### config.mk
export PLATFORM = sky130hd
export DESIGN_NAME = branch_resolve_unit
export DESIGN_NICKNAME = d
export VERILOG_FILES = /design/src/rtl/branch_resolve_unit.sv
export SDC_FILE = /design/constraint.sdc
export NUM_CORES = 1
export LEC_CHECK = 0
export BUFFER_PORTS_ARGS = -buffer_cell sky130_fd_sc_hd__buf_2
export CORE_ASPECT_RATIO = 1.5
export CORE_MARGIN = 5
export CORE_UTILIZATION = 50
export CTS_BUF_LIST = sky130_fd_sc_hd__clkbuf_8
export DETAILED_ROUTE_END_ITERATION = 12
export GPL_ROUTABILITY_DRIVEN = 0
export GPL_TIMING_DRIVEN = 0
export PLACE_DENSITY = 0.69
export RECOVER_POWER = 50
export SETUP_SLACK_MARGIN = 0.4
export SLEW_MARGIN = 20
export SYNTH_ARGS = -nofsm -noshare
export SYNTH_HDL_FRONTEND = slang
export SYNTH_SLANG_ARGS = --single-unit
### constraint.sdc
create_clock -name clk -period 5.5 [get_ports clk]
set_input_delay 0.275 -clock clk [delete_from_list [all_inputs] [get_ports clk]]
set_output_delay 0.275 -clock clk [all_outputs]
set_load 0.03 [all_outputs]
### src/rtl/branch_resolve_unit.sv
// Branch resolve unit: holds fetch-time predictions in a small FIFO, checks them
// against decode outcomes, and drives flush/redirect, predictor training and statistics.
module branch_resolve_unit #(
  parameter int DEPTH = 4,
  parameter int CNT_W = 16
) (
  input  logic             clk,
  input  logic             reset,
  input  logic             brf_valid,
  input  logic             stallf,
  input  logic [31:0]      pcf,
  input  logic             pred_taken,
  input  logic [31:0]      pred_target,
  input  logic             pred_found,
  input  logic             brd_valid,
  input  logic             stalld,
  input  logic             pcsrcd,
  input  logic [31:0]      pcbranchd,
  output logic             flush,
  output logic             redirect_valid,
  output logic [31:0]      redirect_pc,
  output logic             upd_valid,
  output logic [31:0]      upd_pc,
  output logic             upd_taken,
  output logic [31:0]      upd_target,
  output logic             upd_alloc,
  output logic [CNT_W-1:0] branch_cnt,
  output logic [CNT_W-1:0] mispred_cnt,
  output logic             err
);

  localparam int PTR_W = $clog2(DEPTH);
  localparam logic [PTR_W:0] FULL_CNT = (PTR_W+1)'(DEPTH);
  localparam logic [0:0] ST_NORMAL  = 1'b0;
  localparam logic [0:0] ST_RECOVER = 1'b1;

  logic [31:0] pcMem     [DEPTH];
  logic [31:0] targetMem [DEPTH];
  logic        takenMem  [DEPTH];
  logic        foundMem  [DEPTH];

  logic [0:0]       state_q, state_d;
  logic [PTR_W-1:0] rdPtr_q, rdPtr_d, wrPtr_q, wrPtr_d;
  logic [PTR_W:0]   count_q, count_d;
  logic             flush_q, flush_d, redirValid_q, redirValid_d;
  logic [31:0]      redirPc_q, redirPc_d;
  logic             updValid_q, updValid_d, updTaken_q, updTaken_d, updAlloc_q, updAlloc_d;
  logic [31:0]      updPc_q, updPc_d, updTarget_q, updTarget_d;
  logic [CNT_W-1:0] branchCnt_q, branchCnt_d, mispredCnt_q, mispredCnt_d;
  logic             err_q, err_d;

  logic        isNormal, fifoEmpty, fifoFull, popReq, pushReq, doWrite, doRead;
  logic        mispredictNow, headTaken, headFound;
  logic [31:0] headPc, headTarget;

  assign isNormal  = (state_q == ST_NORMAL);
  assign fifoEmpty = (count_q == '0);
  assign fifoFull  = (count_q == FULL_CNT);
  assign popReq    = brd_valid & ~stalld & isNormal;

  // An empty FIFO resolves against an all-zero entry; a same-cycle push is not visible.
  assign headPc     = fifoEmpty ? 32'd0 : pcMem[rdPtr_q];
  assign headTarget = fifoEmpty ? 32'd0 : targetMem[rdPtr_q];
  assign headTaken  = fifoEmpty ? 1'b0  : takenMem[rdPtr_q];
  assign headFound  = fifoEmpty ? 1'b0  : foundMem[rdPtr_q];

  assign mispredictNow = popReq & ((headTaken != pcsrcd) |
                                   (headTaken & pcsrcd & (headTarget != pcbranchd)));
  assign pushReq = brf_valid & ~stallf & ~mispredictNow & isNormal;
  assign doWrite = pushReq & (~fifoFull | popReq);
  assign doRead  = popReq & ~fifoEmpty;

  always_comb begin
    state_d      = mispredictNow ? ST_RECOVER : ST_NORMAL;
    rdPtr_d      = rdPtr_q;
    wrPtr_d      = wrPtr_q;
    count_d      = count_q;
    flush_d      = 1'b0;
    redirValid_d = 1'b0;
    redirPc_d    = redirPc_q;
    updValid_d   = 1'b0;
    updPc_d      = updPc_q;
    updTaken_d   = updTaken_q;
    updTarget_d  = updTarget_q;
    updAlloc_d   = updAlloc_q;
    branchCnt_d  = branchCnt_q;
    mispredCnt_d = mispredCnt_q;
    err_d        = err_q | (pushReq & fifoFull & ~popReq) | (popReq & fifoEmpty);

    if (popReq) begin
      updValid_d  = 1'b1;
      updPc_d     = headPc;
      updTaken_d  = pcsrcd;
      updTarget_d = pcbranchd;
      updAlloc_d  = ~headFound;
      if (branchCnt_q != '1) branchCnt_d = branchCnt_q + CNT_W'(1);
    end

    // Everything younger than a mispredicted branch is wrong-path, so the FIFO empties.
    if (mispredictNow) begin
      flush_d      = 1'b1;
      redirValid_d = 1'b1;
      redirPc_d    = pcsrcd ? pcbranchd : headPc + 32'd4;
      if (mispredCnt_q != '1) mispredCnt_d = mispredCnt_q + CNT_W'(1);
      rdPtr_d = '0;
      wrPtr_d = '0;
      count_d = '0;
    end else begin
      if (doWrite) wrPtr_d = wrPtr_q + PTR_W'(1);
      if (doRead)  rdPtr_d = rdPtr_q + PTR_W'(1);
      case ({doWrite, doRead})
        2'b10:   count_d = count_q + (PTR_W+1)'(1);
        2'b01:   count_d = count_q - (PTR_W+1)'(1);
        default: count_d = count_q;
      endcase
    end
  end

  always_ff @(posedge clk) begin
    if (!reset && doWrite) begin
      pcMem[wrPtr_q]     <= pcf;
      targetMem[wrPtr_q] <= pred_target;
      takenMem[wrPtr_q]  <= pred_taken;
      foundMem[wrPtr_q]  <= pred_found;
    end
  end

  always_ff @(posedge clk) begin
    if (reset) begin
      state_q      <= ST_NORMAL;
      rdPtr_q      <= '0;
      wrPtr_q      <= '0;
      count_q      <= '0;
      flush_q      <= 1'b0;
      redirValid_q <= 1'b0;
      redirPc_q    <= '0;
      updValid_q   <= 1'b0;
      updPc_q      <= '0;
      updTaken_q   <= 1'b0;
      updTarget_q  <= '0;
      updAlloc_q   <= 1'b0;
      branchCnt_q  <= '0;
      mispredCnt_q <= '0;
      err_q        <= 1'b0;
    end else begin
      state_q      <= state_d;
      rdPtr_q      <= rdPtr_d;
      wrPtr_q      <= wrPtr_d;
      count_q      <= count_d;
      flush_q      <= flush_d;
      redirValid_q <= redirValid_d;
      redirPc_q    <= redirPc_d;
      updValid_q   <= updValid_d;
      updPc_q      <= updPc_d;
      updTaken_q   <= updTaken_d;
      updTarget_q  <= updTarget_d;
      updAlloc_q   <= updAlloc_d;
      branchCnt_q  <= branchCnt_d;
      mispredCnt_q <= mispredCnt_d;
      err_q        <= err_d;
    end
  end

  assign flush          = flush_q;
  assign redirect_valid = redirValid_q;
  assign redirect_pc    = redirPc_q;
  assign upd_valid      = updValid_q;
  assign upd_pc         = updPc_q;
  assign upd_taken      = updTaken_q;
  assign upd_target     = updTarget_q;
  assign upd_alloc      = updAlloc_q;
  assign branch_cnt     = branchCnt_q;
  assign mispred_cnt    = mispredCnt_q;
  assign err            = err_q;

endmodule
==> flow_summary.yaml, run 1 <==
run_status:
  outcome: "finished, final reports clean"
finish:
  fin_nets: 1783
  drive_gt1_share_pct: 13.2
  final_util_pct: 61.6
  layout_common_cells: "edfxtp_1, clkbuf_1, nor2_1"
  final_common_cell: "edfxtp_1"
  area_delta_synth_final_pct: 22.2
  n_fill_cell: 2762
setup_path:
  crit_path_start: "count_q[2]$_SDFFE_PP0P_"
  cp.required_ps: 5780
  end_kind: "flop"
  arrival_ps: 5130
  rr_worst_depth: 13
  regToRegSetupSlack_ps: 650
  critical_path_class: "reg -> reg"
  reg2reg_from: "count_q[2]$_SDFFE_PP0P_"
  regToRegEndpoint: "targetMem[3][4]$_DFFE_PP_"
  cp-start-kind: "flop"
  cp_max_fo: 42
worst_hold_path:
  whs_path_depth: 3
  hold_class: "in -> reg"
  min_to: "upd_target[30]$_SDFFE_PP0P_"
  hold_start: "pcbranchd[30]"
timing:
  skew_ps: 40.1
  finalSetupViolCount: 0
  worstMarginPinSlew_ps: 1190
  layout_worst_path_cycle_share_pct: 88.3
  finalHoldViolCount: 0
  fmax_mhz: 206
  period_minus_slack_ps: 4850
  slew_violations: 0
  timing.final.ws_setup_ps: 645
  slew_headroom_pct: 20.3
  fin_setup_tns_ps: 0
  rsz0062_at_grt: "false"
synth:
  syn_inst: 1268
  synth_edf_count: 264
  ys.flop_type: "edfxtp_1"
  synth_area_mm2: 0.0168
  syn-num-nets: 1383
  synth-seq-area-share_pct: 64.3
  ys_ff_latch: 406
  yosys_warnings: 0
  async_flop_share_pct: 0
  synth.distinct_cells: 57
  syn_avg_cell_area_um2: 13.2
cts:
  clk_pin_slew_ps: 70
  cts_buffer_depth: 3
  clock-sinks: 406
  cts_root_buf: "clkbuf_8"
  cts-buffers-inserted: 58
  postCtsSetupBuffers: 0
  clkLatencyLatePin_ps: 640
  cts_tree: "done"
  cts.htree.levels: 2
route:
  drt_iter0_drc: 1071
  ant_nets: 0
  drt_first_pass_iters: 5
  vias: 12300
  route.detailed.drc: 0
  wire_per_inst_um: 22.7
  vias_per_cell: 5.74
  routed_wirelength_mm: 48.6
power:
  pwr-share-comb_pct: 11.1
  switching_power_mw: 1.63
  clkPwrFrac_pct: 36.2
  total_power_mw: 6.36
  p_leak_nw: 6.78
  internal_power_mw: 4.73
  seq_power_share_pct: 52.7
  powerDensity_mw_per_mm2: 311
  ir_worst_vdd_v: 0.000220
  swShare_pct: 25.6
grt:
  grtUsageTotal_pct: 25.1
  grt_overflow: 0
  grt_pass1_vias: 12200
  grt_max_degree: 46
  grt_antenna_before_repair: 2
  grt_pass1_wl_mm: 71.5
floorplanning:
  start_util_pct: 50.4
  die_h_um: 234
  rows: 82
  die_area_mm2: 0.0373
  coreArea_mm2: 0.0332
  die_x_um: 159
  io_pins: 239
placed_design:
  io_buffer_count: 237
  pre_cts_ws_ps: 472
  dp_hpwl_mm: 33.9
run:
  cap_violations: 0
sequential cells by signal, indices dropped and copies added, names as in the netlist, 16 cells and up, named ones only:
register and cells:
branch_cnt 16, upd_target 32, mispred_cnt 16, targetMem 128, redirect_pc 32, upd_pc 32
pcMem 128
power groups by stage:
stage / Clock [mW] / Sequential, mW / Combinational, mW
after global routing: 2.47 / 3.35 / 0.760
final: 2.30 / 3.35 / 0.708
after global placement: 0 / 3.41 / 0.640
after detailed placement: 0 / 3.41 / 0.657
after CTS: 2.33 / 3.35 / 0.715
after floorplan: 0 / 3.47 / 0.333
worst max-delay path, stage by stage, from the launching register on:
cell and delay [ps]:
dfxtp_1 490, or3_1 190, clkbuf_1 490, clkbuf_2 390
clkbuf_1 450, clkbuf_2 360, and2_1 200, ha_1 230
nand2_1 80, o21ai_1 100, buf_4 230, nor2_4 320
and3_4 590, buf_16 310
synth_stat cells, types with 4 or more instances:
library cell	count	area, µm²
a21oi_1	73	365
a221oi_1	7	61.3
a22oi_1	9	67.6
and2_1	8	50.1
and3_1	12	75.1
buf_2	12	60.1
buf_4	5	37.5
buf_6	4	45.0
clkbuf_1	43	161
dfxtp_1	142	2840
edfxtp_1	264	7930
ha_1	9	113
inv_1	11	41.3
mux2_1	10	113
mux2i_1	20	200
mux4_2	66	1490
nand2_1	143	537
nand2b_1	5	31.3
nand3_1	24	120
nand3b_1	15	113
nand4_1	29	181
nor2_1	151	567
nor2b_1	11	68.8
nor3_1	23	115
nor3b_1	16	120
nor4_1	5	31.3
o21ai_0	24	120
o2bb2ai_1	6	52.6
o311ai_1	11	96.3
or3_1	7	43.8
xnor2_1	37	324
xor2_1	22	193
cell families (layout without fill, tap and decap cells):
kind of cell	after synthesis	count (layout)	synth area share [%]
AND/OR/NAND/NOR	466	468	13.1
flip-flops	406	406	64.3
AO/OA/AOI/OAI	151	151	5.54
multiplexers	96	96	10.7
buffers and inverters	80	526	2.43
XOR/XNOR	59	59	3.08
adder cells (fa/ha/maj)	10	10	0.792
other	0	2	0
how the worst max path moves through the flow:
| stage | slack, ps | to | cells past startpoint |
|---|---|---|---|
| finish | 650 | targetMem[3][4]$_DFFE_PP_ | 13 |
| detailed placement | 470 | targetMem[1][24]$_DFFE_PP_ | 13 |
| global placement | -1690 | pcMem[3][5]$_DFFE_PP_ | 12 |
| floorplan | 780 | foundMem[0]$_DFFE_PP_ | 12 |
| CTS | 410 | targetMem[1][4]$_DFFE_PP_ | 13 |
| global route | 490 | targetMem[3][4]$_DFFE_PP_ | 13 |
final cells by class:
| class | count | area [µm²] | area share, % |
|---|---|---|---|
| sequential | 406 | 10800 | 52.6 |
| multi-input combinational | 784 | 5620 | 27.4 |
| timing repair buffer | 338 | 2020 | 9.85 |
| clock buffer | 65 | 895 | 4.37 |
| tap | 420 | 526 | 2.57 |
| buffer | 69 | 369 | 1.80 |
| clock inverter | 43 | 231 | 1.13 |
| inverter | 11 | 41.3 | 0.202 |
| antenna | 2 | 5.00 | 0.0244 |
routing by layer:
metal  up-vias  GRT usage (%)  share of wire [%]
met5         -              0                  0
met4         0           11.1                4.0
met3        98           5.45                8.6
met2       587           42.1                 49
met1      6044           31.4                 38
li1       5537              -                  -
what timing repair did:
action                                  CTS  global route
endpoints found under the hold margin   295             1
hold buffers                             96             1
endpoints found under the setup margin    0           165
gates resized for setup                   0             4
through the flow:
| stage | cells | hold WS (ps) | instance area [µm²] |
|---|---|---|---|
| after global placement | 1925 | 441 | 18500 |
| after CTS | 2133 | 0.665 | 20700 |
| after global routing | 2138 | 12.6 | 20500 |
| after floorplan | 1268 | 374 | 16800 |
| after detailed placement | 1929 | 446 | 18600 |
| final | 2138 | 48.1 | 20500 |
Power figures use the tool's default switching activity.
==> inputs of run 2 (changes only) <==
--- a/config.mk
+++ b/config.mk
@@ -13,7 +13,7 @@
 export DETAILED_ROUTE_END_ITERATION = 12
 export GPL_ROUTABILITY_DRIVEN = 0
 export GPL_TIMING_DRIVEN = 0
-export PLACE_DENSITY = 0.69
+export PLACE_DENSITY = 0.71
 export RECOVER_POWER = 50
 export SETUP_SLACK_MARGIN = 0.4
 export SLEW_MARGIN = 20
==> flow_summary.yaml, run 2 (same netlist as run 1, synthesis figures left out) <==
floorplanning:
  die_x_um: 159
  die_area_mm2: 0.0373
  die_h_um: 234
  start_util_pct: 50.4
  coreArea_mm2: 0.0332
  rows: 82
  io_pins: 239
route:
  ant_nets: 0
  routed_wirelength_mm: 48.3
  vias_per_cell: 5.73
  drt-met1-wl_mm: 18.3
  top_layer: "met4"
  vias: 12200
  route.detailed.drc: 0
  drt_first_pass_iters: 5
  wire_per_inst_um: 22.6
  drt_iter0_drc: 975
  wl_met3_mm: 3.90
  met2_wirelength_mm: 24.2
timing:
  fin_setup_tns_ps: 0
  worstMarginPinSlew_ps: 871
  skew_ps: 35.7
  hold_ws_ps: 131
  finalSetupViolCount: 0
  slew_violations: 0
  fmax_mhz: 209
  layout_worst_path_cycle_share_pct: 86.8
  rsz0062_at_grt: "false"
  period_minus_slack_ps: 4770
  finalHoldViolCount: 0
  slew_headroom_pct: 41.9
setup_path:
  cp-start-kind: "flop"
  slowest_stage: "and3_4"
  end_kind: "flop"
  crit_family: "buffers and inverters"
  slowest_delay_ps: 540
  cp_cell_sequence: "or3_1, clkbuf_1, clkbuf_2, clkbuf_1, clkbuf_2, and2_1, ha_1, nand2_1, o21ai_1, buf_4, nor2_4, and3_4, buf_16"
  crit_buf_inv: 6
  regToRegSetupSlack_ps: 730
  critical_path_class: "reg -> reg"
  arrival_ps: 5060
  rr_worst_depth: 13
  path_depth: 13
  cp_max_fo: 41
  cp.required_ps: 5780
power:
  p_leak_nw: 6.77
  total_power_mw: 6.44
  powerDensity_mw_per_mm2: 314
  ir_worst_vdd_v: 0.000235
cts:
  clkLatencyLatePin_ps: 640
  postCtsSetupBuffers: 0
  cts_buffer_depth: 3
  clk_pin_slew_ps: 70
  cts_tree: "done"
  cts_root_buf: "clkbuf_8"
  cts-buffers-inserted: 58
  clock-sinks: 406
  cts.htree.levels: 2
grt:
  grtUsageTotal_pct: 25.1
  grt_pass1_wl_mm: 71.7
  grt_pass1_vias: 12200
  grt_max_degree: 42
  grt_antenna_before_repair: 1
  grt_overflow: 0
finish:
  drive_gt1_share_pct: 13.5
  final_cell_area_mm2: 0.0205
  n_fill_cell: 2746
  multi_input_area_mm2: 0.00560
  layout_common_cells: "edfxtp_1, clkbuf_1, nor2_1"
  ff_latch_area_mm2: 0.0108
  final_common_cell: "edfxtp_1"
  final_util_pct: 61.8
  area_delta_synth_final_pct: 22.5
  fin_nets: 1782
  largestRegisters: "pcMem x128, targetMem x128"
run_status:
  outcome: "finished, final reports clean"
worst_hold_path:
  hold_class: "in -> reg"
  whs_path_depth: 5
placed_design:
  dp_hpwl_mm: 33.8
  place_area_mm2: 0.0186
  io_buffer_count: 237
run:
  cap_violations: 0
run 2: repair_timing:
item                       CTS  global route
hold endpoints to repair   297             0
setup endpoints to repair    0           166
gates resized for setup      0             4
hold buffers                98             0
run 2: worst register-to-register path, cell delays in order, from the launching register on:
cell	delay (ps)
dfxtp_1	470
or3_1	190
clkbuf_1	510
clkbuf_2	400
clkbuf_1	470
clkbuf_2	370
and2_1	210
ha_1	240
nand2_1	80
o21ai_1	110
buf_4	230
nor2_4	250
and3_4	540
buf_16	290
run 2: final timing paths:
kind / startpoint / to
worst max-delay path: count_q[2]$_SDFFE_PP0P_ / pcMem[3][11]$_DFFE_PP_
worst min-delay path: brf_valid / err$_SDFF_PP0_
worst max register to register: count_q[2]$_SDFFE_PP0P_ / pcMem[3][11]$_DFFE_PP_
worst min register to register: upd_pc[31]$_SDFFE_PP0P_ / upd_pc[31]$_SDFFE_PP0P_
run 2: per-layer routing:
metal,GRT usage [%],up-vias
met5,0,-
met4,9.26,0
met3,4.84,101
met2,44.0,600
met1,31.0,6012
li1,-,5533
run 2: through the flow:
| stage | instances | worst slack, ps |
|---|---|---|
| 2_1_floorplan | 1268 | 779 |
| 3_3_place_gp | 1925 | -1580 |
| 3_5_place_dp | 1929 | 472 |
| 4_1_cts | 2137 | 463 |
| 5_1_grt | 2138 | 543 |
| 6_report | 2138 | 726 |
run 2: layout make-up:
| class | instances | area share [%] |
|---|---|---|
| Tap cell | 420 | 2.56 |
| Inverter | 11 | 0.201 |
| Antenna cell | 1 | 0.0122 |
| Buffer | 69 | 1.80 |
| Sequential cell | 406 | 52.5 |
| Multi-Input combinational cell | 782 | 27.3 |
| Clock inverter | 41 | 1.17 |
| Clock buffer | 69 | 4.63 |
| Timing Repair Buffer | 339 | 9.87 |
run 2: power breakdown:
part	internal, mW	total (mW)	leakage (nW)	switching, mW
clock	1.24	2.39	0.669	1.15
combinational	0.249	0.708	2.57	0.459
sequential	3.31	3.35	3.53	0.0403
total	4.80	6.44	6.77	1.65
==> inputs of run 3 (changes only) <==
--- a/config.mk
+++ b/config.mk
@@ -14,7 +14,6 @@
 export GPL_ROUTABILITY_DRIVEN = 0
 export GPL_TIMING_DRIVEN = 0
 export PLACE_DENSITY = 0.71
-export RECOVER_POWER = 50
 export SETUP_SLACK_MARGIN = 0.4
 export SLEW_MARGIN = 20
 export SYNTH_ARGS = -nofsm -noshare
==> flow_summary.yaml, run 3 (same netlist as run 1, synthesis figures left out) <==
placed_design:
  place_inst: 1929
  dp_hpwl_mm: 33.8
  pre_cts_ws_ps: 472
  io_buffer_count: 237
  place_area_mm2: 0.0186
power:
  switching_power_mw: 1.65
  swShare_pct: 25.5
  pwr-share-comb_pct: 11.2
  ir_worst_vdd_v: 0.000234
  seq_power_share_pct: 51.8
  powerDensity_mw_per_mm2: 311
  internal_power_mw: 4.82
  clkPwrFrac_pct: 37.0
  p_leak_nw: 7.53
floorplanning:
  die_x_um: 159
  coreArea_mm2: 0.0332
  rows: 82
  die_area_mm2: 0.0373
  start_util_pct: 50.4
  die_h_um: 234
  io_pins: 239
timing:
  layout_worst_path_cycle_share_pct: 86.3
  slew_headroom_pct: 43.5
  worstMarginPinSlew_ps: 848
  finalSetupViolCount: 0
  fmax_mhz: 211
  rsz0062_at_grt: "false"
  timing.final.ws_setup_ps: 752
  finalHoldViolCount: 0
  period_minus_slack_ps: 4750
  slew_violations: 0
  skew_ps: 31.3
grt:
  grt_max_degree: 42
  grt_antenna_before_repair: 1
  grt_overflow: 0
  grt_pass1_wl_mm: 71.7
  grt_pass1_vias: 12200
  grtUsageTotal_pct: 25.1
setup_path:
  critical_path_class: "reg -> reg"
  arrival_ps: 5040
  cp.required_ps: 5790
  crit_buf_inv: 6
  slowest_delay_ps: 590
  crit_family: "buffers and inverters"
  slowest_stage: "clkbuf_1"
  end_kind: "flop"
  cp-start-kind: "flop"
  cp_cell_sequence: "buf_2, buf_2, buf_2, clkbuf_1, mux4_2, and2_1, ha_1, nand2_1, o21ai_1, buf_4, nor2_4, and3_4, buf_16"
  cp_max_fo: 41
  cpMostUsedCell: "buf_2"
route:
  top_layer: "met4"
  drt_first_pass_iters: 7
  wire_per_inst_um: 22.5
  vias: 12200
  met2_wirelength_mm: 24.3
  vias_per_cell: 5.70
  drt_iter0_drc: 1056
  wl_met3_mm: 4.11
  drt-met1-wl_mm: 18.0
  route.detailed.drc: 0
  routed_wirelength_mm: 48.1
  ant_nets: 0
cts:
  clock-sinks: 406
  cts_buffer_depth: 3
  cts_tree: "done"
  cts_root_buf: "clkbuf_8"
  cts.htree.levels: 2
  clk_pin_slew_ps: 70
  cts-buffers-inserted: 58
  clkLatencyLatePin_ps: 640
  postCtsSetupBuffers: 0
finish:
  area_delta_synth_final_pct: 24.0
  layout_common_cells: "edfxtp_1, buf_2, nor2_1"
  fin_nets: 1782
  final_common_cell: "edfxtp_1"
  n_fill_cell: 2618
  final_cell_area_mm2: 0.0208
  drive_gt1_share_pct: 25.1
  final_util_pct: 62.5
  stdcell_count: 2138
  largestRegisters: "pcMem x128, targetMem x128"
run_status:
  outcome: "finished, final reports clean"
worst_hold_path:
  hold_start: "brf_valid"
  hold_class: "in -> reg"
run:
  cap_violations: 0
==> run 3: power groups by stage <==
stage / Sequential [mW] / Clock (mW) / Combinational (mW)
2_1_floorplan: 3.47 / 0 / 0.333
3_3_place_gp: 3.41 / 0 / 0.639
3_5_place_dp: 3.41 / 0 / 0.659
4_1_cts: 3.35 / 2.42 / 0.719
5_1_grt: 3.35 / 2.56 / 0.773
6_report: 3.35 / 2.39 / 0.722
==> run 3: routing by layer <==
layer	global-route usage, %	up-vias
met3	4.84	94
met1	31.0	6004
met2	44.0	563
met5	0	-
li1	-	5524
met4	9.26	0
==> run 3: worst paths after layout <==
check	cells past startpoint	slack (ps)	to
setup / recovery	13	750	pcMem[3][11]$_DFFE_PP_
hold / removal	5	120	err$_SDFF_PP0_
setup reg to reg	13	750	pcMem[3][11]$_DFFE_PP_
hold reg to reg	2	450	upd_pc[31]$_SDFFE_PP0P_
==> run 3: layout make-up <==
class	count	area (µm²)	share of cell area [%]
Sequential cell	406	10800	51.8
Multi-Input combinational cell	782	5600	27.0
Timing Repair Buffer	339	2280	11.0
Clock buffer	69	950	4.57
Tap cell	420	526	2.53
Buffer	69	369	1.78
Clock inverter	41	240	1.16
Inverter	11	41.3	0.199
Antenna cell	1	2.50	0.0120
==> run 3: worst register-to-register path, delay by kind of cell, from the launching register on <==
family / cells / cell delay (ps)
AOI/OAI and AO/OA: 1 / 110
buffers and inverters: 6 / 2130
muxes: 1 / 400
and+or+nand+nor: 4 / 1060
DFF: 1 / 360
adders and majority gates: 1 / 280
==> run 3: what timing repair did <==
| action | 4_1_cts | 5_1_grt |
|---|---|---|
| setup endpoints to repair | 0 | 166 |
| resized for setup | 0 | 4 |
| hold endpoints to repair | 297 | 0 |
| hold buffers | 98 | 0 |
==> run 3: metrics by stage <==
| stage | TNS [ps] | hold slack [ps] | total power, mW |
|---|---|---|---|
| after CTS | 0 | 88.7 | 6.49 |
| after global placement | -414640 | 443 | 4.05 |
| after detailed placement | 0 | 445 | 4.07 |
| after floorplan | 0 | 374 | 3.80 |
| final | 0 | 119 | 6.46 |
| after global routing | 0 | 168 | 6.68 |
